## src/rtl/seg_display_arbiter.sv

```systemverilog
// Round-robin, hold-time-protected sharing of one 8-digit seven-segment display.
// Optional per-digit blinking is compiled in with `define SEG_BLINK_EN.
module seg_display_arbiter #(
  parameter int NREQ        = 3,
  parameter int HOLD_CYCLES = 1024,
  parameter int BLINK_DIV   = 4194304
) (
  input  logic                 clk,
  input  logic                 rst,
  input  logic [NREQ-1:0]      req,
  input  logic [32*NREQ-1:0]   req_data,
  input  logic [8*NREQ-1:0]    req_blink,
  output logic [NREQ-1:0]      ack,
  output logic [31:0]          disp_data,
  output logic [7:0]           disp_blank,
  output logic [1:0]           disp_owner,
  output logic                 disp_valid
);

  localparam int HW = $clog2(HOLD_CYCLES + 1);

  typedef enum logic [1:0] {S_IDLE, S_LOCK, S_OPEN} state_t;

  state_t          state_q, state_d;
  logic [1:0]      owner_q, owner_d;
  logic [1:0]      last_q, last_d;
  logic [HW-1:0]   hold_cnt_q, hold_cnt_d;
  logic [31:0]     data_q, data_d;
  logic [NREQ-1:0] ack_q, ack_d;
  logic            valid_q, valid_d;

  logic [NREQ-1:0] req_eff, owner_oh;
  logic [2:0]      pick_any, pick_other;
  logic            grant, latch_own;
  logic [1:0]      grant_idx, sel;

  // Returns {found, index}: first set bit of mask searching from (from+1) mod NREQ.
  function automatic logic [2:0] rr_pick(input logic [NREQ-1:0] mask, input logic [1:0] from);
    logic [2:0] res;
    int         idx;
    res = '0;
    for (int k = NREQ; k >= 1; k--) begin
      idx = (int'(from) + k) % NREQ;
      for (int j = 0; j < NREQ; j++) begin
        if (j == idx && mask[j]) res = {1'b1, 2'(j)};
      end
    end
    return res;
  endfunction

  // A request seen while its own ack is out is the tail of the finished handshake.
  always_comb begin
    for (int i = 0; i < NREQ; i++) owner_oh[i] = (2'(i) == owner_q);
    req_eff    = req & ~ack_q;
    pick_any   = rr_pick(req_eff, last_q);
    pick_other = rr_pick(req_eff & ~owner_oh, last_q);
  end

`ifdef SEG_BLINK_EN
  localparam int BW = $clog2(BLINK_DIV + 1);
  logic [7:0]    mask_q, mask_d;
  logic [7:0]    blank_q, blank_d;
  logic [BW-1:0] blink_cnt_q, blink_cnt_d;
  logic          phase_q, phase_d;

  always_comb begin
    blink_cnt_d = blink_cnt_q + BW'(1);
    phase_d     = phase_q;
    if (blink_cnt_q == BW'(BLINK_DIV - 1)) begin
      blink_cnt_d = '0;
      phase_d     = ~phase_q;
    end
    blank_d = mask_d & {8{phase_d}};
  end
`endif

  always_comb begin
    state_d    = state_q;
    owner_d    = owner_q;
    last_d     = last_q;
    hold_cnt_d = hold_cnt_q;
    data_d     = data_q;
    ack_d      = '0;
    valid_d    = valid_q;
    grant      = 1'b0;
    grant_idx  = '0;
    latch_own  = 1'b0;
`ifdef SEG_BLINK_EN
    mask_d     = mask_q;
`endif
    case (state_q)
      S_IDLE: begin
        if (pick_any[2]) begin
          grant     = 1'b1;
          grant_idx = pick_any[1:0];
        end
      end
      S_LOCK: begin
        latch_own = |(req_eff & owner_oh);
        if (hold_cnt_q == '0) state_d = S_OPEN;
        else                  hold_cnt_d = hold_cnt_q - HW'(1);
      end
      S_OPEN: begin
        if (pick_other[2]) begin
          grant     = 1'b1;
          grant_idx = pick_other[1:0];
        end else begin
          latch_own = |(req_eff & owner_oh);
        end
      end
      default: state_d = S_IDLE;
    endcase

    if (grant) begin
      owner_d    = grant_idx;
      last_d     = grant_idx;
      valid_d    = 1'b1;
      hold_cnt_d = HW'(HOLD_CYCLES - 1);
      state_d    = S_LOCK;
    end

    sel = grant ? grant_idx : owner_q;
    if (grant || latch_own) begin
      for (int i = 0; i < NREQ; i++) begin
        if (2'(i) == sel) begin
          data_d   = req_data[32*i +: 32];
          ack_d[i] = 1'b1;
`ifdef SEG_BLINK_EN
          mask_d   = req_blink[8*i +: 8];
`endif
        end
      end
    end
  end

  always_ff @(posedge clk or posedge rst) begin
    if (rst) begin
      state_q     <= S_IDLE;
      owner_q     <= '0;
      last_q      <= 2'(NREQ - 1);
      hold_cnt_q  <= '0;
      data_q      <= 32'hFFFF_FFFF;
      ack_q       <= '0;
      valid_q     <= 1'b0;
`ifdef SEG_BLINK_EN
      mask_q      <= '0;
      blank_q     <= '0;
      blink_cnt_q <= '0;
      phase_q     <= 1'b0;
`endif
    end else begin
      state_q     <= state_d;
      owner_q     <= owner_d;
      last_q      <= last_d;
      hold_cnt_q  <= hold_cnt_d;
      data_q      <= data_d;
      ack_q       <= ack_d;
      valid_q     <= valid_d;
`ifdef SEG_BLINK_EN
      mask_q      <= mask_d;
      blank_q     <= blank_d;
      blink_cnt_q <= blink_cnt_d;
      phase_q     <= phase_d;
`endif
    end
  end

`ifdef SEG_BLINK_EN
  assign disp_blank = blank_q;
`else
  logic unused_blink;
  assign unused_blink = ^req_blink;
  assign disp_blank   = '0;
`endif

  assign ack        = ack_q;
  assign disp_data  = data_q;
  assign disp_owner = owner_q;
  assign disp_valid = valid_q;

endmodule

```

## config.mk

```make
export PLATFORM = sky130hd
export DESIGN_NAME = seg_display_arbiter
export DESIGN_NICKNAME = d
export VERILOG_FILES = /design/src/rtl/seg_display_arbiter.sv
export SDC_FILE = /design/constraint.sdc
export NUM_CORES = 1
export LEC_CHECK = 0
export CELL_PAD_IN_SITES_DETAIL_PLACEMENT = 0
export CELL_PAD_IN_SITES_GLOBAL_PLACEMENT = 1
export CORE_MARGIN = 1
export CORE_UTILIZATION = 31
export DETAILED_ROUTE_END_ITERATION = 8
export MAX_ROUTING_LAYER = met4
export PLACE_DENSITY_LB_ADDON = 0.1
export SYNTH_ARGS = -nofsm -noshare
export SYNTH_HDL_FRONTEND = slang
export SYNTH_SLANG_ARGS = --single-unit
```

## constraint.sdc

```tcl
create_clock -name clk -period 7.6 [get_ports clk]
set_input_delay 1.52 -clock clk [delete_from_list [all_inputs] [get_ports clk]]
set_output_delay 1.52 -clock clk [all_outputs]
set_load 0.05 [all_outputs]
```

==> run_results.csv <==
group,metric,value,unit
outcome,run_status,"completed",
power_and_ir_drop,comb_power_share,0.141,
finish,fill_cells,1037,
floorplan,ios,171,
yosys,ys_seq_area_frac,0.405,
power_and_ir_drop,p_leak,1.83,nW
global_routing,grt_pass1_vias,3277,
sta,setup_tns,0,ps
global_routing,antenna_found_initial,0,
clock_tree,cts_tree,"built",
routing,dr_total_vias,3197,
routing,viasPerCell,5.20,
setup_path,cp.required,7850,ps
finish,final_common_cell,"clkdlybuf4s50_1",
setup_path,worstPathMaxFanout,16,
clock_tree,clk_path_buf_depth,2,
finish,drive_gt1_frac,0.127,
global_routing,grt_usage,0.195,
power_and_ir_drop,ir_drop,0.0691,mV
power_and_ir_drop,power.total,563,µW
setup_path,crit_path_start_kind,"primary input",
routing,drc,0,
power_and_ir_drop,p_int,442,µW
setup_path,reg2reg_to,"disp_data[16]",
worst_hold_path,holdPathStages,1,
setup_path,regToRegSetupSlack,3470,ps
setup_path,rr_worst_depth,12,
setup_path,endpoint_kind,"flop",
yosys,syn_inst,350,
sta,hold_viol,0,
clock_tree,clkLatencyLatePin,310,ps
clock_tree,cts_resized,0,
yosys,async_flop_share,1.00,
routing,postRouteAntennaNets,0,
place,place_congestion,0.804,
sta,fmax,0.201,GHz
sta,rsz0062_at_grt,"no",
finish,final_cells,615,
sta,final-setup-viol-count,0,
floorplan,initial_core_util,0.323,
finish,fin_nets,612,
setup_path,crit_chain,"clkdlybuf4s50_1 -> and2b_1 -> and3_1 -> o21ai_1 -> nand4_1 -> o211ai_2 -> buf_4 -> nand2b_1 -> buf_4 -> o22ai_1 -> o2bb2ai_1",
setup_path,crit_arrival,5240,ps
finish,antenna-diode-count,0,
place,dpl.hpwl,7.25,mm
global_routing,grt_max_degree,54,
setup_path,crit_family,"buffers and inverters",
setup_path,cpMaxStageDelayCell,"o211ai_2",
sta,finalCritPeriodShare,0.656,
clock_tree,htree_num_levels,2,
floorplan,core.rowCount,37,
setup_path,cpMostUsedCell,"buf_4",
yosys,ys_types,63,
floorplan,die-area,0.0113,mm²
place,io_buffers,138,
routing,wl_per_cell,17.0,µm
finish,synthToLayoutAreaGrowth,46.1,%
flow_run,cap_viol_max_count,0,
floorplan,die_x,106,µm
power_and_ir_drop,power_frac_clock,0.357,
yosys,synth_area_per_cell,9.65,µm²
global_routing,grt_pass1_wl,16.8,mm
clock_tree,cts.sink_count,53,
power_and_ir_drop,swShare,0.215,
power_and_ir_drop,p_per_area,114,mW/mm²
setup_path,crit_type,"primary input to flop",
yosys,synth_area,0.00338,mm²
yosys,synthFlopType,"dfstp_2",
sta,fin_skew,13.9,ps
sta,finalMaxSlewViolations,0,
clock_tree,root_buffer,"clkbuf_8",
sta,slew_headroom,0.356,
clock_tree,clkSlewWorstSetupHoldPaths,100,ps
setup_path,timing.rr.start,"last_q[0]",
worst_hold_path,hold_start,"disp_valid",
yosys,synth_enable_flop_cells,0,
clock_tree,cts_setup_buffers,0,
routing,first_pass_iters,4,
finish,layout_common_cells,"clkdlybuf4s50_1 (138), nor2_1 (39), dfstp_2 (33)",
routing,drt_iter0_drc,136,
power_and_ir_drop,p_sw,121,µW
clock_tree,cts_hold_buf,0,
worst_hold_path,min_to,"disp_valid",
global_routing,grt_remaining_overflow,0,
setup_path,cp_num_buf_inv,3,
sta,worst_slew_pin_slew,966,ps
finish,utilization,0.472,
clock_tree,cts_made_buffers,5,
setup_path,slowest_delay,780,ps
routing,drt-total-wl,10.5,mm
power_and_ir_drop,seq_power_share,0.502,
worst_hold_path,hold_class,"flop to flop",
floorplan,dieHeight,106,µm
yosys,ys_seq_elements,53,
sta,period_minus_slack,4990,ps
place,dp_cells,607,
yosys,yosys_warnings,0,
floorplan,coreArea,0.0105,mm²
## power by group through the flow
stage / combinational, mW / sequential [mW] / clock, mW
after floorplan: 0.0275 / 0.288 / 0
after global placement: 0.0797 / 0.288 / 0
after detailed placement: 0.0799 / 0.288 / 0
after CTS: 0.0803 / 0.283 / 0.208
after global routing: 0.0857 / 0.283 / 0.219
final: 0.0795 / 0.283 / 0.201
## worst max-delay path by stage
| stage | depth (start not counted) | start | slack [ps] | end |
|---|---|---|---|---|
| floorplan | 11 | req[0] | 4050 | disp_data[14] |
| global placement | 11 | req[0] | 2360 | disp_data[10] |
| detailed placement | 11 | req[0] | 2400 | disp_data[10] |
| CTS | 11 | req[0] | 2740 | disp_data[16] |
| global route | 11 | req[0] | 2450 | disp_data[10] |
| finish | 11 | req[0] | 2610 | disp_data[16] |
## cell type report
type	count	area, µm²	area share
Multi-Input combinational cell	263	1810	0.367
Timing Repair Buffer	145	1430	0.290
Sequential cell	53	1370	0.277
Inverter	10	37.5	0.00760
Clock buffer	7	86.3	0.0175
Clock inverter	1	30.0	0.00608
Tap cell	136	170	0.0345
## kinds of logic (layout without fill, tap and decap cells)
kind of cell,count (synthesis),after routing,share of synthesized area
other,1,8,0.00111
adder cells (fa/ha/maj),10,10,0.0363
AO/OA/AOI/OAI,97,97,0.225
multiplexers,5,5,0.0148
AND/OR/NAND/NOR,135,135,0.229
buffers and inverters,41,163,0.0685
flip-flops,53,53,0.405
XOR/XNOR,8,8,0.0207
## metal layers
layer  GRT usage  vias to the layer above  wire (µm)
met4      0.0387                        0         82
met2       0.312                      123       4760
met3      0.0509                        6        814
met5           -                        -          0
met1       0.247                     1525       4810
li1            -                     1543          -
## sequential cells by signal, indices dropped and copies added, names as in the netlist
register	flops
hold_cnt_q	11
disp_data	32
last_q	2
disp_owner	2
state_q	2
disp_valid	1
ack	3
## worst reg2reg max path, delay by kind of cell (launching register included)
kind                       cells  cell delay (ps)
AOI/OAI and AO/OA              5             1470
adders and majority gates      1              420
buffers and inverters          3              850
DFF                            1              380
and+or+nand+nor                3              970
## cells in the mapped netlist, types with 3 or more instances
| cell type | number | share of area |
|---|---|---|
| dfrtp_1 | 20 | 0.15 |
| a221o_1 | 5 | 0.015 |
| xor2_1 | 3 | 0.0078 |
| and3_1 | 4 | 0.0074 |
| nand2_1 | 16 | 0.018 |
| xnor2_1 | 5 | 0.013 |
| mux2i_1 | 5 | 0.015 |
| o211ai_1 | 3 | 0.0067 |
| nand2b_1 | 6 | 0.011 |
| nand3_1 | 5 | 0.0074 |
| nor3b_1 | 29 | 0.064 |
| o2111ai_1 | 3 | 0.0078 |
| buf_2 | 8 | 0.012 |
| nor2b_1 | 5 | 0.0093 |
| inv_1 | 9 | 0.010 |
| or2_1 | 3 | 0.0056 |
| nand3b_1 | 3 | 0.0067 |
| dfstp_2 | 33 | 0.26 |
| o2bb2ai_1 | 27 | 0.070 |
| or3_1 | 3 | 0.0056 |
| a21oi_1 | 5 | 0.0074 |
| o22ai_1 | 27 | 0.050 |
| ha_1 | 9 | 0.033 |
| buf_4 | 12 | 0.027 |
| o21ai_0 | 8 | 0.012 |
| nor2_1 | 39 | 0.043 |
| buf_6 | 3 | 0.010 |
| nor3_1 | 5 | 0.0074 |
| clkbuf_1 | 7 | 0.0078 |
## metrics by stage
stage / instance area, µm² / hold slack, ps / setup WS, ps
finish: 4940 / 483 / 2610
global route: 4940 / 499 / 2450
CTS: 4940 / 486 / 2740
detailed placement: 4820 / 456 / 2400
global placement: 4820 / 455 / 2360
floorplan: 3400 / 476 / 4050
No activity file was read; power rests on OpenSTA's default activity.
